## config.mk

```make
export PLATFORM = sky130hd
export DESIGN_NAME = conv_seq_ctrl_flat
export DESIGN_NICKNAME = d
export VERILOG_FILES = /design/src/rtl/conv_seq_ctrl_if.sv /design/src/rtl/conv_seq_ctrl.sv /design/src/flat_wrapper.sv
export SDC_FILE = /design/constraint.sdc
export NUM_CORES = 1
export LEC_CHECK = 0
export CAP_MARGIN = 20
export CORE_UTILIZATION = 30
export CTS_CLUSTER_DIAMETER = 100
export DETAILED_ROUTE_END_ITERATION = 10
export DONT_BUFFER_PORTS = 1
export PLACE_DENSITY = 0.54
export REMOVE_ABC_BUFFERS = 1
export SYNTH_ARGS = -nofsm -noshare
export SYNTH_HDL_FRONTEND = slang
export SYNTH_SLANG_ARGS = --single-unit
export TNS_END_PERCENT = 50
```

## constraint.sdc

```tcl
create_clock -name clk -period 3.9 [get_ports clk]
set_clock_uncertainty 0.15 [all_clocks]
set_input_delay 0.78 -clock clk [delete_from_list [all_inputs] [get_ports clk]]
set_output_delay 0.78 -clock clk [all_outputs]
set_load 0.03 [all_outputs]
```

## src/rtl/conv_seq_ctrl_if.sv

```systemverilog
// rtl/conv_seq_ctrl_if.sv - start/abort handshake plus SRAM, L0, MAC-array and drain strobes of conv_seq_ctrl
interface conv_seq_ctrl_if #(
   parameter int ADDR_W  = 7,
   parameter int OADDR_W = 4,
   parameter int KIJ_W   = 4
);
   logic               start;
   logic               abort;
   logic               l0_full;
   logic               busy;
   logic               op_done;
   logic [ADDR_W-1:0]  i_addr;
   logic               i_cen;
   logic               i_wen;
   logic               l0_wr;
   logic               l0_rd;
   logic [1:0]         inst;
   logic [KIJ_W-1:0]   kij;
   logic [OADDR_W-1:0] o_addr;
   logic               o_cen;
   logic               o_wen;

   modport master (
      input  start, abort, l0_full,
      output busy, op_done, i_addr, i_cen, i_wen, l0_wr, l0_rd, inst, kij, o_addr, o_cen, o_wen
   );

   modport slave (
      output start, abort, l0_full,
      input  busy, op_done, i_addr, i_cen, i_wen, l0_wr, l0_rd, inst, kij, o_addr, o_cen, o_wen
   );
endinterface

```

## src/rtl/conv_seq_ctrl.sv

```systemverilog
// rtl/conv_seq_ctrl.sv - weight-stationary corelet control sequencer; CONV_SEQ_PERF_EN adds perf counters
// Walks every kij through weight load/push and activation load/push/flush, then drains the output SRAM.
module conv_seq_ctrl #(
   parameter int ROW     = 8,
   parameter int KSIZE   = 3,
   parameter int IN_W    = 6,
   parameter int W_BASE  = 0,
   parameter int A_BASE  = 72,
   parameter int WSETTLE = 16,
   parameter int FLUSH   = 20,
   parameter int ADDR_W  = 7,
   parameter int OADDR_W = 4
) (
   input  logic            clk,
   input  logic            reset,
   conv_seq_ctrl_if.master bus
`ifdef CONV_SEQ_PERF_EN
   ,
   output logic [31:0]     perf_cycles,
   output logic [15:0]     perf_stalls
`endif
);
   localparam int KK    = KSIZE * KSIZE;
   localparam int OUT_W = IN_W - KSIZE + 1;
   localparam int N_OUT = OUT_W * OUT_W;
   localparam int KIJ_W = (KK > 1) ? $clog2(KK) : 1;
   localparam int M1    = (ROW + WSETTLE > N_OUT + 1) ? ROW + WSETTLE : N_OUT + 1;
   localparam int M2    = (M1 > FLUSH) ? M1 : FLUSH;
   localparam int M3    = (M2 > ROW + 1) ? M2 : ROW + 1;
   localparam int CNT_W = $clog2(M3 + 1);

   typedef enum logic [2:0] {
      S_IDLE, S_W_LOAD, S_W_PUSH, S_A_LOAD, S_A_PUSH, S_A_FLUSH, S_DRAIN, S_DONE
   } state_t;

   state_t              r_state;
   state_t              w_next;
   logic                w_end;
   logic [CNT_W-1:0]    r_cnt;
   logic [CNT_W-1:0]    r_col;
   logic [KIJ_W-1:0]    r_kij;
   logic [KIJ_W-1:0]    r_kj;
   logic [ADDR_W-1:0]   r_wbase;
   logic [ADDR_W-1:0]   r_kbase;
   logic [ADDR_W-1:0]   r_addr;
   logic                r_rd_pend;
   logic                w_load;
   logic                w_rd_phase;
   logic                w_rd;
   logic                w_last_kij;

   logic                w_busy;
   logic                w_op_done;
   logic                w_l0_rd;
   logic [1:0]          w_inst;
   logic [OADDR_W-1:0]  w_o_addr;
   logic                w_o_en;

   assign w_load     = (r_state == S_W_LOAD) || (r_state == S_A_LOAD);
   assign w_rd_phase = ((r_state == S_W_LOAD) && (r_cnt < CNT_W'(ROW))) ||
                       ((r_state == S_A_LOAD) && (r_cnt < CNT_W'(N_OUT)));
   assign w_rd       = w_rd_phase && !bus.l0_full;
   assign w_last_kij = (r_kij == KIJ_W'(KK - 1));

   always_ff @(posedge clk or negedge reset) begin
      if (!reset) r_state <= S_IDLE;
      else        r_state <= w_next;
   end

   always_comb begin
      w_end  = 1'b0;
      w_next = r_state;
      case (r_state)
         S_W_LOAD:  w_end = (r_cnt == CNT_W'(ROW));
         S_W_PUSH:  w_end = (r_cnt == CNT_W'(ROW + WSETTLE - 1));
         S_A_LOAD:  w_end = (r_cnt == CNT_W'(N_OUT));
         S_A_PUSH:  w_end = (r_cnt == CNT_W'(N_OUT - 1));
         S_A_FLUSH: w_end = (r_cnt == CNT_W'(FLUSH - 1));
         S_DRAIN:   w_end = (r_cnt == CNT_W'(N_OUT - 1));
         S_DONE:    w_end = 1'b1;
         default:   w_end = 1'b0;
      endcase
      if (bus.abort) begin
         w_next = S_IDLE;
      end else begin
         case (r_state)
            S_IDLE:    if (bus.start) w_next = S_W_LOAD;
            S_W_LOAD:  if (w_end) w_next = S_W_PUSH;
            S_W_PUSH:  if (w_end) w_next = S_A_LOAD;
            S_A_LOAD:  if (w_end) w_next = S_A_PUSH;
            S_A_PUSH:  if (w_end) w_next = S_A_FLUSH;
            S_A_FLUSH: if (w_end) w_next = w_last_kij ? S_DRAIN : S_W_LOAD;
            S_DRAIN:   if (w_end) w_next = S_DONE;
            default:   w_next = S_IDLE;
         endcase
      end
   end

   // Activation addresses step by 1 along a row and by KSIZE at each row wrap,
   // so only adders are needed; r_kbase tracks ki*IN_W+kj the same way.
   always_ff @(posedge clk or negedge reset) begin
      if (!reset) begin
         r_cnt     <= '0;
         r_col     <= '0;
         r_kij     <= '0;
         r_kj      <= '0;
         r_rd_pend <= 1'b0;
         r_wbase   <= ADDR_W'(W_BASE);
         r_kbase   <= ADDR_W'(A_BASE);
         r_addr    <= ADDR_W'(W_BASE);
      end else if (bus.abort) begin
         r_cnt     <= '0;
         r_col     <= '0;
         r_kij     <= '0;
         r_kj      <= '0;
         r_rd_pend <= 1'b0;
         r_wbase   <= ADDR_W'(W_BASE);
         r_kbase   <= ADDR_W'(A_BASE);
         r_addr    <= ADDR_W'(W_BASE);
      end else begin
         r_rd_pend <= w_rd;
         if ((w_next != r_state) || (r_state == S_IDLE)) r_cnt <= '0;
         else if (!w_load || w_rd)                      r_cnt <= r_cnt + 1'b1;

         if ((r_state == S_IDLE) && bus.start) begin
            r_kij   <= '0;
            r_kj    <= '0;
            r_col   <= '0;
            r_wbase <= ADDR_W'(W_BASE);
            r_kbase <= ADDR_W'(A_BASE);
            r_addr  <= ADDR_W'(W_BASE);
         end else if (w_rd) begin
            if ((r_state == S_A_LOAD) && (r_col == CNT_W'(OUT_W - 1))) begin
               r_col  <= '0;
               r_addr <= r_addr + ADDR_W'(KSIZE);
            end else begin
               if (r_state == S_A_LOAD) r_col <= r_col + 1'b1;
               r_addr <= r_addr + 1'b1;
            end
         end else if ((r_state == S_W_PUSH) && w_end) begin
            r_col  <= '0;
            r_addr <= r_kbase;
         end else if ((r_state == S_A_FLUSH) && w_end && !w_last_kij) begin
            r_kij   <= r_kij + 1'b1;
            r_wbase <= r_wbase + ADDR_W'(ROW);
            r_addr  <= r_wbase + ADDR_W'(ROW);
            if (r_kj == KIJ_W'(KSIZE - 1)) begin
               r_kj    <= '0;
               r_kbase <= r_kbase + ADDR_W'(IN_W - KSIZE + 1);
            end else begin
               r_kj    <= r_kj + 1'b1;
               r_kbase <= r_kbase + 1'b1;
            end
         end
      end
   end

   always_comb begin
      w_busy    = (r_state != S_IDLE);
      w_op_done = (r_state == S_DONE);
      w_l0_rd   = 1'b0;
      w_inst    = 2'b00;
      w_o_addr  = '0;
      w_o_en    = 1'b0;
      if ((r_state == S_W_PUSH) && (r_cnt < CNT_W'(ROW))) begin
         w_l0_rd = 1'b1;
         w_inst  = 2'b01;
      end
      if (r_state == S_A_PUSH) begin
         w_l0_rd = 1'b1;
         w_inst  = 2'b10;
      end
      if (r_state == S_DRAIN) begin
         w_o_en   = 1'b1;
         w_o_addr = OADDR_W'(r_cnt);
      end
   end

   assign bus.busy    = w_busy;
   assign bus.op_done = w_op_done;
   assign bus.i_addr  = r_addr;
   assign bus.i_cen   = !w_rd;
   assign bus.i_wen   = 1'b1;
   assign bus.l0_wr   = r_rd_pend;
   assign bus.l0_rd   = w_l0_rd;
   assign bus.inst    = w_inst;
   assign bus.kij     = r_kij;
   assign bus.o_addr  = w_o_addr;
   assign bus.o_cen   = !w_o_en;
   assign bus.o_wen   = !w_o_en;

`ifdef CONV_SEQ_PERF_EN
   logic [31:0] r_perf_cycles;
   logic [15:0] r_perf_stalls;
   logic        w_stall;

   assign w_stall = w_rd_phase && bus.l0_full;

   always_ff @(posedge clk or negedge reset) begin
      if (!reset) begin
         r_perf_cycles <= '0;
         r_perf_stalls <= '0;
      end else if ((r_state == S_IDLE) && bus.start && !bus.abort) begin
         r_perf_cycles <= '0;
         r_perf_stalls <= '0;
      end else begin
         if (w_busy)  r_perf_cycles <= r_perf_cycles + 1'b1;
         if (w_stall) r_perf_stalls <= r_perf_stalls + 1'b1;
      end
   end

   assign perf_cycles = r_perf_cycles;
   assign perf_stalls = r_perf_stalls;
`endif
endmodule
```

## src/flat_wrapper.sv

```systemverilog
// flat-port wrapper written by rule: the top's interface ports become plain ports
module conv_seq_ctrl_flat 
#(
   parameter int ROW     = 8,
   parameter int KSIZE   = 3,
   parameter int IN_W    = 6,
   parameter int W_BASE  = 0,
   parameter int A_BASE  = 72,
   parameter int WSETTLE = 16,
   parameter int FLUSH   = 20,
   parameter int ADDR_W  = 7,
   parameter int OADDR_W = 4
)
  (clk, reset, bus_start, bus_abort, bus_l0_full, bus_busy, bus_op_done, bus_i_addr, bus_i_cen, bus_i_wen, bus_l0_wr, bus_l0_rd, bus_inst, bus_kij, bus_o_addr, bus_o_cen, bus_o_wen);
  conv_seq_ctrl_if #(.ADDR_W(ADDR_W), .OADDR_W(OADDR_W)) bus_i ();
  input  logic clk;
  input  logic reset;
  input wire logic [$bits(bus_i.start)-1:0] bus_start;
  input wire logic [$bits(bus_i.abort)-1:0] bus_abort;
  input wire logic [$bits(bus_i.l0_full)-1:0] bus_l0_full;
  output wire logic [$bits(bus_i.busy)-1:0] bus_busy;
  output wire logic [$bits(bus_i.op_done)-1:0] bus_op_done;
  output wire logic [$bits(bus_i.i_addr)-1:0] bus_i_addr;
  output wire logic [$bits(bus_i.i_cen)-1:0] bus_i_cen;
  output wire logic [$bits(bus_i.i_wen)-1:0] bus_i_wen;
  output wire logic [$bits(bus_i.l0_wr)-1:0] bus_l0_wr;
  output wire logic [$bits(bus_i.l0_rd)-1:0] bus_l0_rd;
  output wire logic [$bits(bus_i.inst)-1:0] bus_inst;
  output wire logic [$bits(bus_i.kij)-1:0] bus_kij;
  output wire logic [$bits(bus_i.o_addr)-1:0] bus_o_addr;
  output wire logic [$bits(bus_i.o_cen)-1:0] bus_o_cen;
  output wire logic [$bits(bus_i.o_wen)-1:0] bus_o_wen;
  assign bus_i.start = bus_start;
  assign bus_i.abort = bus_abort;
  assign bus_i.l0_full = bus_l0_full;
  assign bus_busy = bus_i.busy;
  assign bus_op_done = bus_i.op_done;
  assign bus_i_addr = bus_i.i_addr;
  assign bus_i_cen = bus_i.i_cen;
  assign bus_i_wen = bus_i.i_wen;
  assign bus_l0_wr = bus_i.l0_wr;
  assign bus_l0_rd = bus_i.l0_rd;
  assign bus_inst = bus_i.inst;
  assign bus_kij = bus_i.kij;
  assign bus_o_addr = bus_i.o_addr;
  assign bus_o_cen = bus_i.o_cen;
  assign bus_o_wen = bus_i.o_wen;
  conv_seq_ctrl #(.ROW(ROW), .KSIZE(KSIZE), .IN_W(IN_W), .W_BASE(W_BASE), .A_BASE(A_BASE), .WSETTLE(WSETTLE), .FLUSH(FLUSH), .ADDR_W(ADDR_W), .OADDR_W(OADDR_W)) u_core (.clk(clk), .reset(reset), .bus(bus_i));
endmodule
```

# After elaboration in Yosys (flattened, before gate mapping)
# Cells that the tools add are included.
[totals]
ff_bits = 43
inputBits = 5
word_cells = 120
out_inout_bits = 25
[classes]
eq_ne = 19
n_mux = 54
reduce_logical = 27
addsub = 9
magnitude_cmp = 2
[op_table]
columns = ["op", "n"]
rows = [
  ["7-bit two-way mux", 16],
  ["4-bit two-way mux", 12],
  ["5-bit two-way mux", 9],
  ["3-bit two-way mux", 9],
  ["3-bit case mux with 7 select lines", 1],
  ["5-bit == test (second input constant)", 3],
  ["7-bit by 1-bit adder with 7-bit output (second input constant)", 2],
  ["3-bit == test (second input constant)", 4],
  ["5-bit by 1-bit adder with 5-bit output (second input constant)", 2],
  ["5-bit by 4-bit == test with 1-bit output (second input constant)", 2],
  ["1-bit logical AND", 9],
  ["3-bit nonzero test", 3],
  ["4-bit by 1-bit adder with 4-bit output (second input constant)", 2],
  ["7-bit by 2-bit adder with 7-bit output (second input constant)", 1],
  ["7-bit by 3-bit adder with 7-bit output (second input constant)", 1],
  ["7-bit by 4-bit adder with 7-bit output (second input constant)", 1],
  ["3-bit by 2-bit == test with 1-bit output (second input constant)", 2],
  ["1-bit case mux with 6 select lines", 1],
  ["5-bit by 2-bit == test with 1-bit output (second input constant)", 1],
  ["1-bit zero test", 5],
  ["5-bit by 4-bit < comparator with 1-bit output (second input constant)", 1],
  ["5-bit < comparator (second input constant)", 1],
  ["1-bit two-way mux", 5],
  ["5-bit inequality test (second input constant)", 1],
  ["14 further kinds", 17],
]

# Depth between registers and ports, before layout
# Gate-level depths: netlist of the first run.
[depth]
depth_word = 10
ltp_mapped = 11
mapped_depth_nobuf = 10

# Worst setup path before layout of the first run
# No wires, ideal clock.
[synth_path]
path_type = "register -> output"
start = "register u_core.r_state[0]"
end = "output bus_l0_rd"
n_path_buf = 2
path_slack_ps = 874
required_time_ps = 2970
path_stages_with_launch = 5
arrival_ps = 2096
cell_sequence = "dfrtp_1 > buf_2 > clkbuf_1 > nor4_1 > or2_2"
[synth_via]
elab_chain_cells = 4
word_cells_on_any_way = 5
classes_between = "eq/ne (2); mux (2); reduce/logical (1)"
[synth_lines]
columns = ["item", "line", "text"]
rows = [
  ["from (decl)", "conv_seq_ctrl.sv:36", "state_t r_state;"],
  ["from (signal assigned)", "conv_seq_ctrl.sv:67", "else r_state <= w_next;"],
  ["3-bit by 2-bit == test with 1-bit output", "conv_seq_ctrl.sv:165", "if ((r_state == S_W_PUSH) && (r_cnt < CNT_W'(ROW))) begin"],
  ["1-bit logical AND", "conv_seq_ctrl.sv:165", ""],
  ["1-bit two-way mux", "conv_seq_ctrl.sv:165", ""],
  ["1-bit two-way mux (*)", "conv_seq_ctrl.sv:169", "if (r_state == S_A_PUSH) begin"],
  ["to (decl)", "flat_wrapper.sv:27", "output wire logic [$bits(bus_i.l0_rd)-1:0] bus_l0_rd;"],
]
# Every way passes the cells marked *; elsewhere a longest branch is shown, timed or not.

# Worst setup path in the final report of the first run
[layout_path]
start = "register u_core.r_state[0]"
end = "register u_core.r_kj[2]"
[layout_via]
elab_chain_cells = 7
word_cells_on_any_way = 24
classes_between = "eq/ne (9); mux (3); reduce/logical (12)"
[layout_lines]
columns = ["item", "line", "text"]
rows = [
  ["3-bit == test", "conv_seq_ctrl.sv:73", "case (r_state)"],
  ["2-bit OR reduction (no source line)", "--", ""],
  ["1-bit case mux with 6 select lines", "conv_seq_ctrl.sv:73", ""],
  ["1-bit logical AND (2 in series)", "conv_seq_ctrl.sv:143", "end else if ((r_state == S_A_FLUSH) && w_end && !w_last_kij) begin"],
  ["3-bit nonzero test (no source line)", "--", ""],
  ["3-bit AND reduction (no source line)", "--", ""],
  ["to (signal assigned)", "conv_seq_ctrl.sv:151", "r_kj <= r_kj + 1'b1;"],
  ["to (decl)", "conv_seq_ctrl.sv:42", "logic [KIJ_W-1:0] r_kj;"],
]
# Several ways; a longest one is shown, not always the timed one.
# A chain may end at the register's enable or synchronous reset.

==> results.tsv, run 1 <==
stage	metric	value	unit
power	power.net_switching	206	µW
cells_and_area	drive_gt1_share	8.90	%
detailed_routing	routed_wl	5980	µm
cells_and_area	antenna_fix_cells	0	
worst_setup_path	worst-setup-path-type	reg2reg	
timing	setup_viol_count_final	0	
synthesis	async_reset_ff_share	100	%
timing	slew_headroom	35.3	%
synthesis	synth.yosys.seq_area_share	38.5	%
die	die_h	95.3	µm
clocking	ctsHtreeMaxLevel	2	
power	fraction_of_power_consumed_by_combinational_cells	7.3	%
min_path	timing.hold.worst.class	in2async	
power	register_share_of_total_power	49.4	%
clocking	cts_tree	built	
synthesis	mappedNetlistArea	2610	µm²
detailed_routing	detail_route.drc_violations	0	
timing	slew_violations	0	
die	num_rows	33	
clocking	tritoncts_num_sinks	40	
synthesis	unique_masters_post_synth	59	
power	leakage	0.00118	µW
synthesis	dominantRegCellSynth	sky130_fd_sc_hd__dfrtp_1	
power	p_sw_share	23.7	%
synthesis	ys_warn_count	0	
worst_setup_path	worst-r2r-cell-count	6	
run	max_cap_violations	0	
global_route	grt.overflow.total	0	
power	pwr-share-clk	43.3	%
detailed_routing	drt_iter0_markers	104	
global_route	grt_antenna_before_repair	0	
placement	io_buffers	0	
global_route	grt_start_max_net_pins	41	
worst_setup_path	regToRegStartpoint	u_core.r_state[0]	
timing	fin_crit	3020	ps
timing	hold_viol_final	0	
cells_and_area	non_filler_cells_in_the_finished_layout	397	
clocking	clock_pin_slew_reported_for_the_worst_setup_and_hold_paths_after_clock_tree_synthesis	80	ps
worst_setup_path	critPathMaxFanout	18	
worst_setup_path	critical_path.endpoint	u_core.r_kj[2]	
worst_setup_path	critical_path.endpoint_type	register	
synthesis	postSynthRegisterBits	40	
worst_setup_path	r2r_setup_slk	880	ps
worst_setup_path	critPathMaxStageDelay	800	ps
detailed_routing	via_count	2094	
timing	unrepaired_setup_endpoints_after_global_routing	false	
placement	globalplace.congestion	0.809	
cells_and_area	layout.filler_cells	858	
worst_setup_path	worst_path_arrival_time	3090	ps
power	power_density	308	nW/µm²
placement	placedCellCount	388	
worst_setup_path	critPathSlowestCell	sky130_fd_sc_hd__o41ai_4	
timing	period_share	77.4	%
synthesis	synth_enable_flop_cells	0	
clocking	cts_repair_resize_count	0	
worst_setup_path	worst_ep_required	3970	ps
clocking	cts_made_buffers	5	
die	fp.dieArea	9070	µm²
clocking	clock-root-buffer	sky130_fd_sc_hd__clkbuf_8	
cells_and_area	area_used_by_multi_input_combinational_logic	1430	µm²
synthesis	post_synth_inst_count	296	
cells_and_area	flow.area_growth_from_synthesis	8.15	%
cells_and_area	finish.instance_area	2820	µm²
placement	detailedPlacementHpwl	4300	µm
worst_setup_path	worst_r2r_endpoint	u_core.r_kj[2]	
die	die_x	95.3	µm
timing	worst_slew_pin_slew	967	ps
detailed_routing	drtPass1Iterations	4	
cells_and_area	final_common_cell	sky130_fd_sc_hd__dfrtp_1	
clocking	clock_insertion_delay_at_the_later_pin_of_the_skew_report	290	ps
clocking	cts-root-to-sink-buffers	2	
clocking	post_cts_setup_buffers	0	
status	outcome	complete, no violations	
die	core-area	8300	µm²
detailed_routing	vias_per_cell	5.27	
placement	place_area	2690	µm²
detailed_routing	routed_wire_length_per_instance	15.1	µm
worst_setup_path	critical_path.startpoint	u_core.r_state[0]	
power	cell_internal_pwr	664	µW
timing	final.setup.tns	0	ps
global_route	global_route.usage.total	14.5	%
worst_setup_path	worstPathCellList	and2b_1 -> nand3_1 -> o41ai_4 -> o21ai_2 -> or4_1 -> a21oi_1	
die	boundaryPins	30	
die	floorplan.initialDensity	31.4	%
synthesis	postSynthAreaPerCell	8.81	µm²
worst_setup_path	worstSetupStartpointType	register	
detailed_routing	final_antenna_net_count	0	
timing	achievable-frequency	331	MHz
cells_and_area	final-seq-area	1000	µm²
cells_and_area	finish.net_count	308	
global_route	via_count_of_the_first_global_routing_pass	2044	
global_route	wire_length_of_the_first_global_routing_pass	10200	µm
power	vdd.ir_drop.worst	142	µV
cells_and_area	mostFrequentLayoutCells	sky130_fd_sc_hd__dfrtp_1, sky130_fd_sc_hd__nor2_1, sky130_fd_sc_hd__inv_1	
==> power by group through the flow <==
| stage | Sequential [µW] | Clock (µW) | Combinational (µW) |
|---|---|---|---|
| after floorplan | 436 | 0 | 46.5 |
| after global placement | 437 | 0 | 60.6 |
| after detailed placement | 438 | 0 | 60.9 |
| after CTS | 429 | 387 | 61.1 |
| after global routing | 431 | 411 | 71.9 |
| final | 429 | 377 | 63.8 |
==> cell type report <==
cell class                 count  share of cell area [%]
inverter                      21                    2.79
multi-input combinational    217                    50.8
clock inverter                 1                    1.06
clock buffer                   7                    3.41
sequential                    40                    35.6
timing repair buffer           6                    1.69
tap                          105                    4.66
==> synth_stat cells, types with 2 or more instances <==
| master | count | share of area, % |
|---|---|---|
| sky130_fd_sc_hd__a211oi_1 | 2 | 0.58 |
| sky130_fd_sc_hd__a21o_1 | 2 | 0.58 |
| sky130_fd_sc_hd__a21oi_1 | 14 | 2.7 |
| sky130_fd_sc_hd__a22o_1 | 2 | 0.67 |
| sky130_fd_sc_hd__a22oi_1 | 6 | 1.7 |
| sky130_fd_sc_hd__a31oi_1 | 5 | 1.2 |
| sky130_fd_sc_hd__a32oi_1 | 2 | 0.67 |
| sky130_fd_sc_hd__and2_1 | 2 | 0.48 |
| sky130_fd_sc_hd__and3_1 | 4 | 0.96 |
| sky130_fd_sc_hd__buf_2 | 7 | 1.3 |
| sky130_fd_sc_hd__buf_4 | 4 | 1.2 |
| sky130_fd_sc_hd__clkbuf_1 | 6 | 0.86 |
| sky130_fd_sc_hd__dfrtp_1 | 38 | 36 |
| sky130_fd_sc_hd__dfstp_2 | 2 | 2.0 |
| sky130_fd_sc_hd__ha_1 | 11 | 5.3 |
| sky130_fd_sc_hd__inv_1 | 19 | 2.7 |
| sky130_fd_sc_hd__mux2i_1 | 3 | 1.2 |
| sky130_fd_sc_hd__nand2_1 | 18 | 2.6 |
| sky130_fd_sc_hd__nand2b_1 | 5 | 1.2 |
| sky130_fd_sc_hd__nand3_1 | 16 | 3.1 |
| sky130_fd_sc_hd__nand4_1 | 5 | 1.2 |
| sky130_fd_sc_hd__nor2_1 | 33 | 4.7 |
| sky130_fd_sc_hd__nor2b_1 | 2 | 0.48 |
| sky130_fd_sc_hd__nor3_1 | 4 | 0.77 |
| sky130_fd_sc_hd__nor3b_1 | 2 | 0.58 |
| sky130_fd_sc_hd__nor4_1 | 2 | 0.48 |
| sky130_fd_sc_hd__nor4bb_1 | 2 | 0.77 |
| sky130_fd_sc_hd__o211ai_1 | 10 | 2.9 |
| sky130_fd_sc_hd__o21ai_0 | 6 | 1.2 |
| sky130_fd_sc_hd__o21ai_1 | 8 | 1.5 |
| sky130_fd_sc_hd__o21ai_2 | 2 | 0.67 |
| sky130_fd_sc_hd__o22ai_1 | 4 | 0.96 |
| sky130_fd_sc_hd__o2bb2ai_1 | 2 | 0.67 |
| sky130_fd_sc_hd__or2_1 | 2 | 0.48 |
| sky130_fd_sc_hd__or2_2 | 3 | 0.72 |
| sky130_fd_sc_hd__or3_1 | 3 | 0.72 |
| sky130_fd_sc_hd__xnor2_1 | 5 | 1.7 |
| sky130_fd_sc_hd__xor2_1 | 12 | 4.0 |
==> cells by family after synthesis <==
group                      count (synthesis)  share of synthesized area [%]
buffers and inverters                     39                           6.81
DFF                                       40                           38.5
other                                      1                          0.144
muxes                                      4                           1.58
AOI/OAI and AO/OA                         73                           19.3
adders and majority gates                 12                           6.04
xor gates and xnor gates                  17                           5.71
and+or+nand+nor                          110                           22.0
==> worst min path at each step <==
stage	end	startpoint	cells past startpoint	slack, ps
final	u_core.bus.kij[3]	reset	0	20
after global routing	u_core.r_kj[1]	reset	0	0.09
after CTS	u_core.r_kbase[1]	reset	0	10
after detailed placement	u_core.r_kj[3]	reset	0	340
after global placement	u_core.r_kj[1]	reset	0	340
after floorplan	u_core.bus.i_addr[0]	reset	0	330
==> metal layers <==
layer	share of wire, %	routed length [µm]	up-vias	global-route usage (%)
met5	0	0	-	0
met4	0.80	48	0	3.03
met3	4.1	243	5	3.51
met2	47	2830	30	23.8
met1	48	2860	1021	19.2
li1	-	-	1038	-
==> registers in the layout, indices dropped and copies added (netlist names) <==
register	cells
u_core.r_wbase	4
u_core.r_col	5
u_core.bus.kij	4
u_core.r_cnt	5
u_core.r_kj	4
u_core.bus.i_addr	7
u_core.bus.l0_wr	1
u_core.r_state	3
u_core.r_kbase	7
==> timing repair <==
action	4_1_cts	5_1_grt
hold endpoints to repair	0	13
hold buffers	0	1
setup endpoints to repair	0	0
==> stage by stage <==
| step | total power, µW | worst slack, ps | util (%) | hold slack (ps) |
|---|---|---|---|---|
| global route | 914 | 651 | 34.0 | 0.0857 |
| CTS | 877 | 855 | 33.9 | 13.3 |
| global placement | 498 | 988 | 32.4 | 337 |
| floorplan | 482 | 443 | - | 325 |
| finish | 870 | 882 | 34.0 | 24.6 |
| detailed placement | 499 | 931 | 32.4 | 337 |
==> critical path: cells and delay by family, from the launching register on <==
family,cells,cell delay [ps]
compound gates,3,1240
flops,1,660
simple gates,3,890
No activity file was read; power rests on OpenSTA's default activity.
==> run 2, diff against run 1 <==
--- a/config.mk
+++ b/config.mk
@@ -10,7 +10,7 @@
 export CTS_CLUSTER_DIAMETER = 100
 export DETAILED_ROUTE_END_ITERATION = 10
 export DONT_BUFFER_PORTS = 1
-export PLACE_DENSITY = 0.54
+export PLACE_DENSITY = 0.55
 export REMOVE_ABC_BUFFERS = 1
 export SYNTH_ARGS = -nofsm -noshare
 export SYNTH_HDL_FRONTEND = slang
==> constraint.sdc (replaced) <==
create_clock -name clk -period 2.7 [get_ports clk]
set_clock_uncertainty 0.15 [all_clocks]
set_input_delay 0.54 -clock clk [delete_from_list [all_inputs] [get_ports clk]]
set_output_delay 0.54 -clock clk [all_outputs]
set_load 0.03 [all_outputs]
==> results.tsv, run 2 (synthesis gave the netlist of run 1 again) <==
stage	metric	value	unit
min_path	timing.hold.worst_path_depth	1	
detailed_routing	drt_iter0_markers	140	
die	core-area	8300	µm²
die	fp.dieArea	9070	µm²
cells_and_area	final_core_util	35.3	%
worst_setup_path	worst_r2r_endpoint	u_core.bus.i_addr[6]	
cells_and_area	final_common_cell	sky130_fd_sc_hd__dfrtp_1	
worst_setup_path	worst-setup-path-type	reg2reg	
cells_and_area	flow.area_growth_from_synthesis	12.4	%
placement	placedCellCount	402	
placement	globalplace.congestion	0.797	
worst_setup_path	worst_path_arrival_time	2580	ps
worst_setup_path	critical_path.endpoint_type	register	
detailed_routing	detail_route.drc_violations	0	
power	leakage	0.00126	µW
placement	io_buffers	0	
clocking	cts_tree	built	
timing	worst_slew_pin_slew	650	ps
clocking	tritoncts_num_sinks	40	
detailed_routing	routed_wl	6460	µm
run	max_cap_violations	0	
timing	setup_viol_count_final	0	
global_route	grt_start_max_net_pins	41	
timing	hold_viol_final	0	
power	power_density	391	nW/µm²
clocking	cts-root-to-sink-buffers	2	
cells_and_area	drive_gt1_share	13.5	%
global_route	grt.overflow.total	0	
clocking	clock_pin_slew_reported_for_the_worst_setup_and_hold_paths_after_clock_tree_synthesis	80	ps
detailed_routing	routed_wire_length_per_instance	15.6	µm
cells_and_area	antenna_fix_cells	0	
placement	place_area	2790	µm²
clocking	clock_insertion_delay_at_the_later_pin_of_the_skew_report	290	ps
detailed_routing	final_antenna_net_count	0	
power	fin_total_pwr	1150	µW
worst_setup_path	r2r_setup_slk	170	ps
cells_and_area	layout.filler_cells	878	
die	floorplan.initialDensity	31.4	%
timing	fin_crit	2530	ps
cells_and_area	non_filler_cells_in_the_finished_layout	415	
die	die_h	95.3	µm
die	die_x	95.3	µm
clocking	cts_made_buffers	5	
min_path	worstHoldStart	bus_abort	
detailed_routing	vias_per_cell	5.36	
worst_setup_path	worstSetupStartpointType	register	
worst_setup_path	worst_ep_required	2740	ps
worst_setup_path	worst-r2r-cell-count	9	
timing	hold_ws	148	ps
detailed_routing	via_count	2225	
global_route	via_count_of_the_first_global_routing_pass	2141	
min_path	holdPathEnd	u_core.r_state[2]	
cells_and_area	finish.instance_area	2930	µm²
global_route	wire_length_of_the_first_global_routing_pass	10600	µm
cells_and_area	mostFrequentLayoutCells	sky130_fd_sc_hd__dfrtp_1, sky130_fd_sc_hd__nor2_1, sky130_fd_sc_hd__buf_4	
detailed_routing	drtPass1Iterations	4	
placement	detailedPlacementHpwl	4530	µm
global_route	global_route.usage.total	15.4	%
die	boundaryPins	30	
worst_setup_path	regToRegStartpoint	u_core.r_cnt[0]	
status	outcome	complete, no violations	
timing	period_share	93.9	%
cells_and_area	finish.net_count	326	
timing	slew_headroom	56.5	%
timing	slew_violations	0	
min_path	timing.hold.worst.class	in2reg	
worst_setup_path	critPathMaxFanout	7	
timing	unrepaired_setup_endpoints_after_global_routing	false	
timing	achievable-frequency	395	MHz
clocking	ctsHtreeMaxLevel	2	
clocking	clock-root-buffer	sky130_fd_sc_hd__clkbuf_8	
die	num_rows	33	
global_route	grt_antenna_before_repair	0	
power	vdd.ir_drop.worst	171	µV
## run 2: metrics by stage
stage                     TNS, ps  setup slack, ps
after floorplan            -15150             -757
after global placement          0              114
after detailed placement        0             58.7
after CTS                       0             44.9
after global routing            0             8.98
final                           0              165
## run 2: critical path: stages (launching register included)
cell                       delay, ps
sky130_fd_sc_hd__dfrtp_1         410
sky130_fd_sc_hd__inv_1            80
sky130_fd_sc_hd__ha_1            200
sky130_fd_sc_hd__nor4bb_1        140
sky130_fd_sc_hd__o211ai_1        320
sky130_fd_sc_hd__o41ai_4         160
sky130_fd_sc_hd__buf_4           190
sky130_fd_sc_hd__o22ai_1         450
sky130_fd_sc_hd__a22oi_1         180
sky130_fd_sc_hd__o32ai_1         160
## run 2: how the worst max path moves through the flow
stage                                 start              endpoint  cells past startpoint
after floorplan           u_core.r_state[1]        u_core.r_kj[2]                      6
after global placement      u_core.r_cnt[0]     u_core.r_state[0]                      7
after detailed placement    u_core.r_cnt[0]  u_core.bus.i_addr[6]                      7
after CTS                   u_core.r_cnt[0]  u_core.bus.i_addr[6]                      7
after global routing        u_core.r_cnt[0]  u_core.bus.i_addr[6]                      9
final                       u_core.r_cnt[0]  u_core.bus.i_addr[6]                      9
## run 2: power by group
part / total, µW / switching [µW] / internal [µW]
Sequential: 614 / 9.58 / 604
Clock: 421 / 212 / 209
Combinational: 112 / 79.7 / 32.8
## run 2: timing repair
action,4_1_cts,5_1_grt
hold buffers,2,0
setup endpoints to repair,0,9
hold endpoints to repair,40,0
resized for setup,0,0
setup buffers,0,3
## run 2: layer usage
layer  vias to the layer above  wire [µm]  track usage, %
li1                       1073          -               -
met1                      1085       2990            19.6
met2                        55       3030            24.8
met3                        12        311            4.15
met4                         0        129            5.56
met5                         -          0               0
## run 2: final cells by class
class / count / area, µm² / share of cell area [%]
Clock buffer: 8 / 90.1 / 3.07
Multi-Input combinational cell: 217 / 1430 / 48.9
Timing Repair Buffer: 24 / 195 / 6.66
Sequential cell: 40 / 1000 / 34.2
Inverter: 21 / 78.8 / 2.69
Tap cell: 105 / 131 / 4.48
==> run 3, diff against run 2 <==
--- a/config.mk
+++ b/config.mk
@@ -12,6 +12,7 @@
 export DONT_BUFFER_PORTS = 1
 export PLACE_DENSITY = 0.55
 export REMOVE_ABC_BUFFERS = 1
+export SLEW_MARGIN = 20
 export SYNTH_ARGS = -nofsm -noshare
 export SYNTH_HDL_FRONTEND = slang
 export SYNTH_SLANG_ARGS = --single-unit
==> results of run 3 <==
No change in the layout: final DEF, timing and power equal those of run 2.
